<file path="config.mk">
export PLATFORM = sky130hd
export DESIGN_NAME = sys_array_result_drain
export DESIGN_NICKNAME = d
export VERILOG_FILES = /design/src/rtl/sys_array_pkg.sv /design/src/rtl/sys_array_skid2.sv /design/src/rtl/sys_array_result_drain.sv
export SDC_FILE = /design/constraint.sdc
export NUM_CORES = 1
export LEC_CHECK = 0
export ABC_AREA = 1
export ABC_CLOCK_PERIOD_IN_PS = 1950
export BUFFER_PORTS_ARGS = -buffer_cell sky130_fd_sc_hd__buf_2
export CAP_MARGIN = 20
export CORE_UTILIZATION = 50
export DETAILED_ROUTE_END_ITERATION = 8
export HOLD_SLACK_MARGIN = 0.08
export PLACE_DENSITY = 0.76
export SYNTH_ARGS = -nofsm -noshare
export SYNTH_HDL_FRONTEND = slang
export SYNTH_HIERARCHICAL = 1
export SYNTH_SLANG_ARGS = --single-unit
</file>
<file path="constraint.sdc">
create_clock -name clk -period 1.95 [get_ports clk]
set_input_delay 0.195 -clock clk [delete_from_list [all_inputs] [get_ports clk]]
set_output_delay 0.195 -clock clk [all_outputs]
set_load 0.05 [all_outputs]
</file>
<file path="src/rtl/sys_array_pkg.sv">
// Shared types and defaults for the systolic-array result drain.
package sys_array_pkg;

  localparam int unsigned DEF_WIDTH = 16;
  localparam int unsigned DEF_CNT_W = 8;

  typedef enum logic [1:0] {
    StIdle  = 2'd0,
    StDrain = 2'd1,
    StDone  = 2'd2
  } drain_state_e;

endpackage

</file>
<file path="src/rtl/sys_array_skid2.sv">
// Two-entry valid/ready buffer. The producer must only push while fewer than two entries are held.
module sys_array_skid2 #(
  parameter int unsigned DW = 32
) (
  input  logic          i_clk,
  input  logic          i_rst_n,
  input  logic          i_in_valid,
  input  logic [DW-1:0] i_in_data,
  output logic          o_out_valid,
  output logic [DW-1:0] o_out_data,
  input  logic          i_out_ready,
  output logic [1:0]    o_count
);

  logic [DW-1:0] r_mem [2];
  logic          r_rd_ptr;
  logic          r_wr_ptr;
  logic [1:0]    r_count;
  logic          w_push;
  logic          w_pop;

  assign w_pop  = (r_count != 2'd0) && i_out_ready;
  assign w_push = i_in_valid && (r_count != 2'd2);

  always_ff @(posedge i_clk or negedge i_rst_n) begin
    if (!i_rst_n) begin
      r_mem[0] <= '0;
      r_mem[1] <= '0;
      r_rd_ptr <= 1'b0;
      r_wr_ptr <= 1'b0;
      r_count  <= 2'd0;
    end else begin
      if (w_push) begin
        r_mem[r_wr_ptr] <= i_in_data;
        r_wr_ptr        <= ~r_wr_ptr;
      end
      if (w_pop) begin
        r_rd_ptr <= ~r_rd_ptr;
      end
      // Simultaneous push and pop leave the count unchanged.
      case ({w_push, w_pop})
        2'b10:   r_count <= r_count + 2'd1;
        2'b01:   r_count <= r_count - 2'd1;
        default: r_count <= r_count;
      endcase
    end
  end

  assign o_out_valid = (r_count != 2'd0);
  assign o_out_data  = r_mem[r_rd_ptr];
  assign o_count     = r_count;

endmodule

</file>
<file path="src/rtl/sys_array_result_drain.sv">
// Drains the two column-result FIFOs in lockstep into packed {col1, col0} rows on a
// valid/ready stream, counting rows against a programmed total.
module sys_array_result_drain
  import sys_array_pkg::*;
#(
  parameter int unsigned WIDTH = DEF_WIDTH,
  parameter int unsigned CNT_W = DEF_CNT_W
) (
  input  logic               clk,
  input  logic               rst,
  input  logic               start,
  input  logic [CNT_W-1:0]   num_rows,
  input  logic [WIDTH-1:0]   col0_out_data,
  input  logic               col0_read_ready,
  output logic               col0_read_valid,
  input  logic [WIDTH-1:0]   col1_out_data,
  input  logic               col1_read_ready,
  output logic               col1_read_valid,
  output logic [2*WIDTH-1:0] out_data,
  output logic               out_valid,
  input  logic               out_ready,
  output logic               busy,
  output logic               done
);

  drain_state_e     r_state;
  drain_state_e     w_state_next;
  logic [CNT_W-1:0] r_rows;
  logic [CNT_W-1:0] r_popped;
  logic             w_load;
  logic             w_pop;
  logic [1:0]       w_count;

  // Pop depends only on registered state and FIFO flags, never on out_ready.
  assign w_pop = (r_state == StDrain) && col0_read_ready && col1_read_ready &&
                 (r_popped < r_rows) && (w_count < 2'd2);

  assign col0_read_valid = w_pop;
  assign col1_read_valid = w_pop;

  always_comb begin
    w_state_next = r_state;
    w_load       = 1'b0;
    unique case (r_state)
      StIdle, StDone: begin
        if (start) begin
          w_load       = 1'b1;
          w_state_next = (num_rows == '0) ? StDone : StDrain;
        end
      end
      StDrain: begin
        // Finish as the last buffered row is accepted so done rises the following cycle.
        if ((r_popped == r_rows) &&
            ((w_count == 2'd0) || ((w_count == 2'd1) && out_ready))) begin
          w_state_next = StDone;
        end
      end
      default: w_state_next = StIdle;
    endcase
  end

  always_ff @(posedge clk or negedge rst) begin
    if (!rst) begin
      r_state  <= StIdle;
      r_rows   <= '0;
      r_popped <= '0;
    end else begin
      r_state <= w_state_next;
      if (w_load) begin
        r_rows   <= num_rows;
        r_popped <= '0;
      end else if (w_pop) begin
        r_popped <= r_popped + 1'b1;
      end
    end
  end

  sys_array_skid2 #(
    .DW (2 * WIDTH)
  ) u_skid (
    .i_clk       (clk),
    .i_rst_n     (rst),
    .i_in_valid  (w_pop),
    .i_in_data   ({col1_out_data, col0_out_data}),
    .o_out_valid (out_valid),
    .o_out_data  (out_data),
    .i_out_ready (out_ready),
    .o_count     (w_count)
  );

  assign busy = (r_state == StDrain);
  assign done = (r_state == StDone);

endmodule

</file>
# After elaboration in Yosys (flattened, before gate mapping)
# Index checks and enable logic that the tools add are counted.
[totals] ff_bits=86 latch_bits=0 romBits=0 mem_count=0 out_inout_bits=37 ramBits=0 input_bits=46 elab_cells=62
[classes] eq_ne=9 bitwise=4 shift=0 multipliers=0 add_sub_neg=3 n_div=0 magnitude_cmp=5 n_mux=15 n_reduce_logical=18
[op_table] cell="32-bit 2-to-1 mux" n=4
[op_table] cell="64-bit bitwise mux" n=1
[op_table] cell="32-bit demux with 1-bit select" n=1
[op_table] cell="8-bit 2-to-1 mux" n=2
[op_table] cell="1-bit logical AND" n=9
[op_table] cell="8-bit by 1-bit adder with 8-bit output, second input constant" n=1
[op_table] cell="8-bit == test" n=1
[op_table] cell="8-bit logical NOT" n=1
[op_table] cell="8-bit less-than comparator" n=1
[op_table] cell="2-bit case mux with 2 select lines" n=2
[op_table] cell="2-bit by 1-bit == test with 1-bit output, second input constant" n=3
[op_table] cell="2-bit 2-to-1 mux" n=3
[op_table] cell="2-bit nonzero test" n=3
[op_table] cell="2-bit == test, second input constant" n=2
[op_table] cell="2-bit greater-or-equal comparator, second input constant" n=2
[op_table] cell="2-bit logical NOT" n=2
[op_table] cell="2-bit inequality test, second input constant" n=2
[op_table] cell="1-bit NOT with 2-bit output" n=2
[op_table] cell="2-bit by 1-bit adder with 2-bit output, second input constant" n=1
[op_table] cell="2-bit by 1-bit less-than comparator with 1-bit output, second input constant" n=1
[op_table] cell="2-bit less-than comparator, second input constant" n=1
[op_table] cell="1-bit 2-to-1 mux" n=2
[op_table] cell="2-bit by 1-bit inequality test with 1-bit output, second input constant" n=1
[op_table] cell="1-bit NOT" n=2
[op_table] cell="4 further kinds" n=4

# Depth between registers and ports, before layout
# Gate-level depths: netlist (run 1).
[depth] ltp_word=8 depth_mapped=16 ltp_nobuf=15

# Hierarchy
# The synthesis (run 1) kept the hierarchy.
[by_module_without_submodules] mod="sys_array_skid2" instances=1 cells_each=416 area_each_um2=3274.4 seq_area_each_um2=1701.6
[by_module_without_submodules] mod="sys_array_result_drain" instances=1 cells_each=171 area_each_um2=1241.2 seq_area_each_um2=450.4

# Least setup slack after synthesis (run 1)
# Ideal clock, no wire load.
[synth_path] path_kind="reg2reg" startpoint="reg r_popped[7]" endpoint="reg u_skid.r_count[1], in the netlist u_skid/o_count[1]" setup_slack_ns=-0.406 period_less_slack_ns=2.356 arrival_ns=2.239 stages_incl_launch_ff=14 cell_sequence="dfrtp_1 -> ha_1 -> nand2_1 -> nand2_2 -> nor2_2 -> nand3_2 -> nor2_4 -> buf_2 -> nand2_1 -> ha_1 -> inv_1 -> nand3_1 -> nand2_1 -> nand2_1"
[synth_between] elab_chain_len=6 word_cells_on_any_way=8 cone_classes="order compare (1); eq/ne (2); mux (1); reduce/logical (4)"
[synth_rtl] element="start: declaration" line="sys_array_result_drain.sv:29" source="logic [CNT_W-1:0] r_popped;"
[synth_rtl] element="start signal: assignment" line="sys_array_result_drain.sv:73" source="r_popped <= r_popped + 1'b1;"
[synth_rtl] element="8-bit less-than comparator *" line="sys_array_result_drain.sv:36" source="(r_popped < r_rows) && (w_count < 2'd2);"
[synth_rtl] element="1-bit logical AND *" line="sys_array_result_drain.sv:35" source="assign w_pop = (r_state == StDrain) && col0_read_ready && col1_read_ready &&"
[synth_rtl] element="1-bit logical AND *" line="sys_array_result_drain.sv:36"
[synth_rtl] element="via col0_read_valid" line="sys_array_result_drain.sv:15" source="output logic col0_read_valid,"
[synth_rtl] element="1-bit logical AND *" line="sys_array_skid2.sv:23" source="assign w_push = i_in_valid && (r_count != 2'd2);"
[synth_rtl] element="2-bit by 1-bit == test with 1-bit output / 2-bit == test (equally long branches)" line="sys_array_skid2.sv:41" source="case ({w_push, w_pop})"
[synth_rtl] element="2-bit case mux with 2 select lines / 2-bit nonzero test (equally long branches)"
[synth_rtl] element="end signal: assignment" line="sys_array_skid2.sv:42" source="2'b10: r_count <= r_count + 2'd1;"
[synth_rtl] element="end signal: assignment" line="sys_array_skid2.sv:43" source="2'b01: r_count <= r_count - 2'd1;"
[synth_rtl] element="end signal: assignment" line="sys_array_skid2.sv:44" source="default: r_count <= r_count;"
[synth_rtl] element="end: declaration" line="sys_array_skid2.sv:18" source="logic [1:0] r_count;"
# The timed path passes the listed nets; every way through them passes the cells marked *.
# A chain may end at the register's enable or synchronous reset.

# Final worst setup path (run 1)
[layout_path] startpoint="reg r_popped[1]" endpoint="reg u_skid.r_count[1], in the netlist u_skid/o_count[1]"
[layout_between] elab_chain_len=6 word_cells_on_any_way=8 cone_classes="order compare (1); eq/ne (2); mux (1); reduce/logical (4)"
[layout_rtl] element="8-bit less-than comparator *" line="sys_array_result_drain.sv:36"
[layout_rtl] element="1-bit logical AND *" line="sys_array_result_drain.sv:35"
[layout_rtl] element="1-bit logical AND *" line="sys_array_result_drain.sv:36"
[layout_rtl] element="1-bit logical AND *" line="sys_array_skid2.sv:23"
[layout_rtl] element="2-bit by 1-bit == test with 1-bit output / 2-bit == test (equally long branches)" line="sys_array_skid2.sv:41"
[layout_rtl] element="2-bit case mux with 2 select lines / 2-bit nonzero test (equally long branches)"
# Every way passes the cells marked *; elsewhere a longest branch is shown, timed or not.

==> impl_metrics.yaml, run 1 <==
setup_path:
  worstSetupEndpointType: "flip-flop"
  crit_path_start_kind: "flip-flop"
  path_max_fanout: 6
  required_ps: 2200
  r2r_setup_slack_ps: -80
  worstPathArrival_ps: 2280
  worstSetupPathType: "reg -> reg"
timing:
  final.period_utilization: 1.042
  worst_pin_slew_ps: 395.7
  max_freq_ghz: 0.4920
  drv_slew: 0
  skew_ps: 12.67
  slew_headroom: 0.7362
  min_period_ps: 2032
  rsz0062_at_grt: "true"
  setup_viol: 67
  hold_viol_final: 0
  worst_slack_ps: -82.34
finish:
  fillCellCount: 768
  final_layout_size_suffix_gt1_frac: 0.2500
  layout_commonest_cell: "nand2_1"
  fin_area_um2: 5552
  synthToLayoutAreaGrowth_pct: 22.94
  diodes: 0
  mostFrequentLayoutCells: "nand2_1 (272), dfrtp_1 (86), buf_2 (79)"
  multiInputGateArea_um2: 2095
  register_area_um2: 2152
  nNetsFinal: 735
pwr:
  seq_power_share: 0.311
  vdd.ir_drop.worst_mv: 0.7300
  intPower_mw: 4.603
  swShare: 0.5167
  clock_power_share: 0.142
  leakagePower_nw: 3.131
  power.total_mw: 9.523
  combinationalPowerShare: 0.546
  power_switching_mw: 4.920
  power.density_nw_per_um2: 1715
cts:
  clkSinkCount: 86
  cts_max_level: 3
  clk_latency_ps: 360
  ctsRootBufferMaster: "clkbuf_8"
  numCtsBuffers: 9
  clkTransAtPathRegs_ps: 90
  tritoncts: "done"
  cts_buffer_depth: 2
route:
  drcViolationCount: 0
  dr.pass1.iters: 5
  wl_per_cell_um: 14.72
  routed_wl_mm: 11.66
  drt_iter0_drc: 287
  ant_nets: 0
  via_count: 4257
  viasPerCell: 5.375
synth:
  ys_seq_elements: 86
  ys_top_cells_by_area: "dfrtp_1 (48%), nand2_1 (23%), nand4_1 (10%)"
  avgSynthCellArea_um2: 7.693
  yosysTopAreaCell: "dfrtp_1"
  yosysWarningCount: 6
  ys_types: 23
  yosysSeqAreaShare: 0.4766
  syn_area_um2: 4516
  netlist.area_leader.share: 0.4766
  syn_nets: 643
  netlist_instances: 587
place:
  dp_hpwl_mm: 7.332
  gp_congestion: 0.8501
  place_ws_ps: -110.7
  io_buffers: 82
  placed_cell_area_um2: 5120
die:
  die_w_um: 97.03
  die_area_um2: 9415
  die-height_um: 97.03
  coreArea_um2: 8721
  fp-row-count: 34
  boundaryPins: 83
  start_util: 0.5178
grt:
  grt_max_degree: 73
  antenna_found_initial: 0
  track_usage: 0.2578
  grt_pass1_vias: 4308
  grt_pass1_wl_mm: 19.75
  overflow: 0
hold_path:
  hp-class: "in -> reg"
status:
  violations: "negative setup slack"
  status: "finished with violations"
run:
  maxCapViolCount: 0
[registers in the layout, indices dropped and copies added, names as in the netlist]
name / cells
u_skid/r_wr_ptr: 1
r_state: 2
r_rows: 8
u_skid/o_count: 2
u_skid/r_rd_ptr: 1
r_popped: 8
u_skid/r_mem: 64
[layer usage]
metal,global-route usage,share of wire,wire length [um],vias up
met5,0,0,0,-
met1,0.3397,0.43,4963,1984
met3,0.03396,0.073,850,13
li1,-,-,-,2079
met2,0.4420,0.49,5696,181
met4,0.08037,0.013,146,0
[worst paths after layout]
check | startpoint | to | cells after the start
worst max-delay path | r_popped[1]$_DFFE_PN0P_ | u_skid/o_count[1]$_DFFE_PN0P_ | 12
worst max register to register | r_popped[1]$_DFFE_PN0P_ | u_skid/o_count[1]$_DFFE_PN0P_ | 12
max in group asynchronous | rst | u_skid/r_mem[33]$_DFFE_PN0P_ | 3
worst min-delay path | col0_out_data[11] | u_skid/r_mem[11]$_DFFE_PN0P_ | 3
worst min register to register | u_skid/r_mem[2]$_DFFE_PN0P_ | u_skid/r_mem[2]$_DFFE_PN0P_ | 2
min in group asynchronous | rst | u_skid/r_mem[48]$_DFFE_PN0P_ | 2
[cell usage after synthesis]
cell type / instances
nand2_1: 278
dfrtp_1: 86
nand4_1: 73
inv_1: 36
buf_2: 24
nand3_1: 15
nor2_1: 13
ha_1: 10
o21ai_0: 10
buf_6: 6
clkbuf_1: 6
nand3_2: 5
a21oi_1: 4
inv_2: 4
nor2_4: 3
xnor2_1: 3
buf_4: 2
nand2_2: 2
nor2_2: 2
nor3_1: 2
clkinv_1: 1
nand2_4: 1
xor2_1: 1
[power groups by stage]
stage | clock, mW | combinational [mW] | sequential, mW
floorplan | 0 | 3.89 | 2.90
global placement | 0 | 4.83 | 2.95
CTS | 1.38 | 5.01 | 2.95
global route | 1.45 | 5.70 | 3.07
detailed placement | 0 | 4.94 | 2.98
finish | 1.36 | 5.20 | 2.97
[cells by family (layout without fill, tap and decap cells)]
logic type | after synthesis | in the layout | synth area share
buf+inv | 79 | 176 | 0.08395
xor+xnor | 4 | 4 | 0.007760
simple gates | 394 | 394 | 0.3885
compound gates | 14 | 14 | 0.01552
fa+ha+maj | 10 | 10 | 0.02771
flops | 86 | 86 | 0.4766
[critical path: stages (launching register included)]
cell and delay, ps:
dfrtp_1 390, ha_1 310, nand2_1 70, nand2_1 90, nand2_2 110, a21oi_2 70, nor2_4 220, buf_6 140
nand2_4 50, ha_4 290, inv_2 40, nand4_1 80, nand2_1 60
[per-stage QoR]
stage          setup TNS (ps)  hold WS (ps)  utilization  instances
2_1_floorplan           -1582        -100.6            -        587
3_3_place_gp           -9.854         65.06       0.5871        765
3_5_place_dp            -2521         66.93       0.5871        765
4_1_cts                -158.9         83.30       0.6212        786
5_1_grt                 -8399         92.61       0.6366        792
6_report                -1972         87.31       0.6366        792
[what timing repair did]
action | 4_1_cts | 5_1_grt
gates cloned | 0 | 1
endpoints found under the hold margin | 86 | 0
setup endpoints to repair | 46 | 75
hold buffers | 1 | 0
setup buffers | 4 | 5
gates resized for setup | 13 | 16
pin swaps | 3 | 5
[area by class of cell]
| cell class | count | area share |
|---|---|---|
| clock buffers | 11 | 0.02727 |
| multi-input cells | 422 | 0.3773 |
| well taps | 108 | 0.02434 |
| flip-flops and latches | 86 | 0.3876 |
| repair buffers | 119 | 0.1442 |
| clock inverters | 5 | 0.01149 |
| inverters | 41 | 0.02772 |
No activity file was read; power rests on OpenSTA's default activity.
==> run 2: changes to the inputs <==
- SETUP_SLACK_MARGIN: not set -> 0.4
==> run 2 against run 1 <==
  * The run still ends with negative setup slack left
  * Design area up 30%
  * Combinational power up 71%
  * Critical path depth unchanged
  * Register-to-register slack worse by 60 ps
  * Hold slack worse by 15 ps
  * Count of clock-buffer cells in the layout down 1
  * Worst setup slack worse by 64 ps
  * Sequential cell count unchanged
  * Global-route usage up 4.9 points
  * Maximum frequency down 3.0%
  * Sequential share of layout area down 9.0 points
  * Utilization up 19 points
==> impl_metrics.yaml, run 2 (synthesis gave the netlist of run 1 again) <==
pwr:
  power.density_nw_per_um2: 1874
  leakagePower_nw: 3.855
  combinationalPowerShare: 0.654
  clock_power_share: 0.092
  swShare: 0.5064
  seq_power_share: 0.254
  power.total_mw: 13.56
  intPower_mw: 6.693
  vdd.ir_drop.worst_mv: 0.9628
  power_switching_mw: 6.867
place:
  gp_congestion: 0.8363
  io_buffers: 82
  dp_hpwl_mm: 7.458
setup_path:
  worstSetupEndpointType: "flip-flop"
  crit_path_start_kind: "flip-flop"
  required_ps: 2220
  cp_cell_sequence: "inv_2, ha_4, nand2_4, nand2_4, nor2_4, nand3_4, nor2_4, buf_6, nand3_4, buf_12, nand2_1, nand2_1"
  worstPathArrival_ps: 2360
  slowest_delay_ps: 400
  rr_startpoint: "r_rows[7]$_DFFE_PN0P_"
  worstSetupPathType: "reg -> reg"
  path_max_fanout: 14
  crit_slowest_cell: "dfrtp_1"
  critPathBufInv: 3
  startpoint: "r_rows[7]$_DFFE_PN0P_"
  cp_top_family: "simple AND/OR/NAND/NOR gates"
finish:
  synthToLayoutAreaGrowth_pct: 60.21
  diodes: 0
  nNetsFinal: 764
  final_layout_size_suffix_gt1_frac: 0.4670
  mostFrequentLayoutCells: "nand2_1 (154), dfrtp_1 (83), nand2_4 (82)"
  reg_top3: "u_skid/r_mem (64), r_popped (8), r_rows (8)"
  largest-register: "u_skid/r_mem"
  largest_reg_flops: 64
  layout_commonest_cell: "nand2_1"
cts:
  cts_buffer_depth: 2
  cts_max_level: 3
  clkTransAtPathRegs_ps: 110
  ctsRootBufferMaster: "clkbuf_8"
  clk_latency_ps: 380
  numCtsBuffers: 9
  clkSinkCount: 86
  tritoncts: "done"
grt:
  grt_pass1_vias: 4594
  antenna_found_initial: 0
  grt_pass1_wl_mm: 22.79
  grt_max_degree: 42
  overflow: 0
  track_usage: 0.3064
route:
  dr.pass1.iters: 5
  ant_nets: 0
  drt-met1-wl_mm: 6.291
  drt_iter0_drc: 447
  dr_wl_met2_mm: 8.791
  wl_met3_mm: 1.438
  viasPerCell: 6.134
  wl_per_cell_um: 21.26
  via_count: 5036
  top_layer_used: "met4"
  routed_wl_mm: 17.46
  drcViolationCount: 0
timing:
  slew_headroom: 0.7001
  drv_slew: 0
  skew_ps: 27.05
  worst_pin_slew_ps: 448.7
  final.period_utilization: 1.075
  max_freq_ghz: 0.4771
  hold_viol_final: 0
  worst_slack_ps: -145.9
  setup_viol: 68
  fin_hold_ws_ps: 72.17
  rsz0062_at_grt: "true"
  min_period_ps: 2096
hold_path:
  min_from: "col0_out_data[5]"
  hp-class: "in -> reg"
die:
  die_w_um: 97.03
  start_util: 0.5178
  die-height_um: 97.03
  boundaryPins: 83
  coreArea_um2: 8721
  die_area_um2: 9415
  fp-row-count: 34
run:
  maxCapViolCount: 0
status:
  violations: "negative setup slack"
  status: "finished with violations"
## run 2: cell count changes in the layout (fill, tap and decap cells not counted), moves of 7 or more
cell,before,now
buf_2,79,46
nand2_4,2,82
buf_12,5,12
buf_8,0,36
nand3_1,14,5
buf_16,0,8
buf_6,6,14
nand2_2,7,43
nand2_1,272,154
## run 2: metal layers
layer  global-route usage  vias up
met1               0.3848     2444
met4               0.1458        0
met2               0.5087      366
li1                     -     2140
met5                    0        -
met3              0.05925       86
## run 2: power by group through the flow
stage	logic [mW]	registers (mW)	clock network (mW)
after CTS	7.54	3.15	1.19
after detailed placement	4.95	3.00	0
after global placement	4.85	2.96	0
final	8.87	3.45	1.24
after floorplan	3.89	2.90	0
after global routing	9.23	3.49	1.31
## run 2: worst register-to-register path, cell delays in order, from the launching register on
cell and delay [ps]:
dfrtp_1 400, inv_2 80, ha_4 210, nand2_4 80, nand2_4 60, nor2_4 150, nand3_4 90, nor2_4 180
buf_6 170, nand3_4 170, buf_12 220, nand2_1 110, nand2_1 70
## run 2: what timing repair did
action,4_1_cts,5_1_grt
pin swaps,30,29
setup buffers,13,12
hold buffers,1,0
endpoints found under the setup margin,110,112
gates cloned,9,3
endpoints found under the hold margin,62,0
resized for setup,259,129
## run 2: final timing paths
check / slack (ps) / cells after the start / to
worst max-delay path: -150 / 12 / u_skid/r_mem[24]$_DFFE_PN0P_
worst min-delay path: 70 / 3 / u_skid/r_mem[5]$_DFFE_PN0P_
worst max register to register: -150 / 12 / u_skid/r_mem[24]$_DFFE_PN0P_
worst min register to register: 500 / 2 / r_rows[4]$_DFFE_PN0P_
max in group asynchronous: 990 / 3 / u_skid/r_rd_ptr$_DFFE_PN0P_
min in group asynchronous: 290 / 2 / r_popped[5]$_DFFE_PN0P_
## run 2: cell type report
cell class | instances | area [um2]
Tap cell | 108 | 135.1
Inverter | 41 | 161.4
Clock buffer | 10 | 137.6
Multi-Input combinational cell | 422 | 2907
Sequential cell | 86 | 2156
Clock inverter | 6 | 46.29
Timing Repair Buffer | 148 | 1692
Fill cell | 426 | 1486
## run 2: stage by stage
step | util | std cells | worst slack, ps | cell area (um2) | TNS [ps]
detailed placement | 0.5917 | 767 | -52.63 | 5160 | -678.8
global route | 0.8296 | 821 | -222.5 | 7234 | -7448
global placement | 0.5917 | 767 | 35.56 | 5160 | 0
finish | 0.8296 | 821 | -145.9 | 7234 | -4002
CTS | 0.7529 | 806 | -75.53 | 6566 | -336.4
floorplan | - | 587 | -210.6 | 4567 | -1580
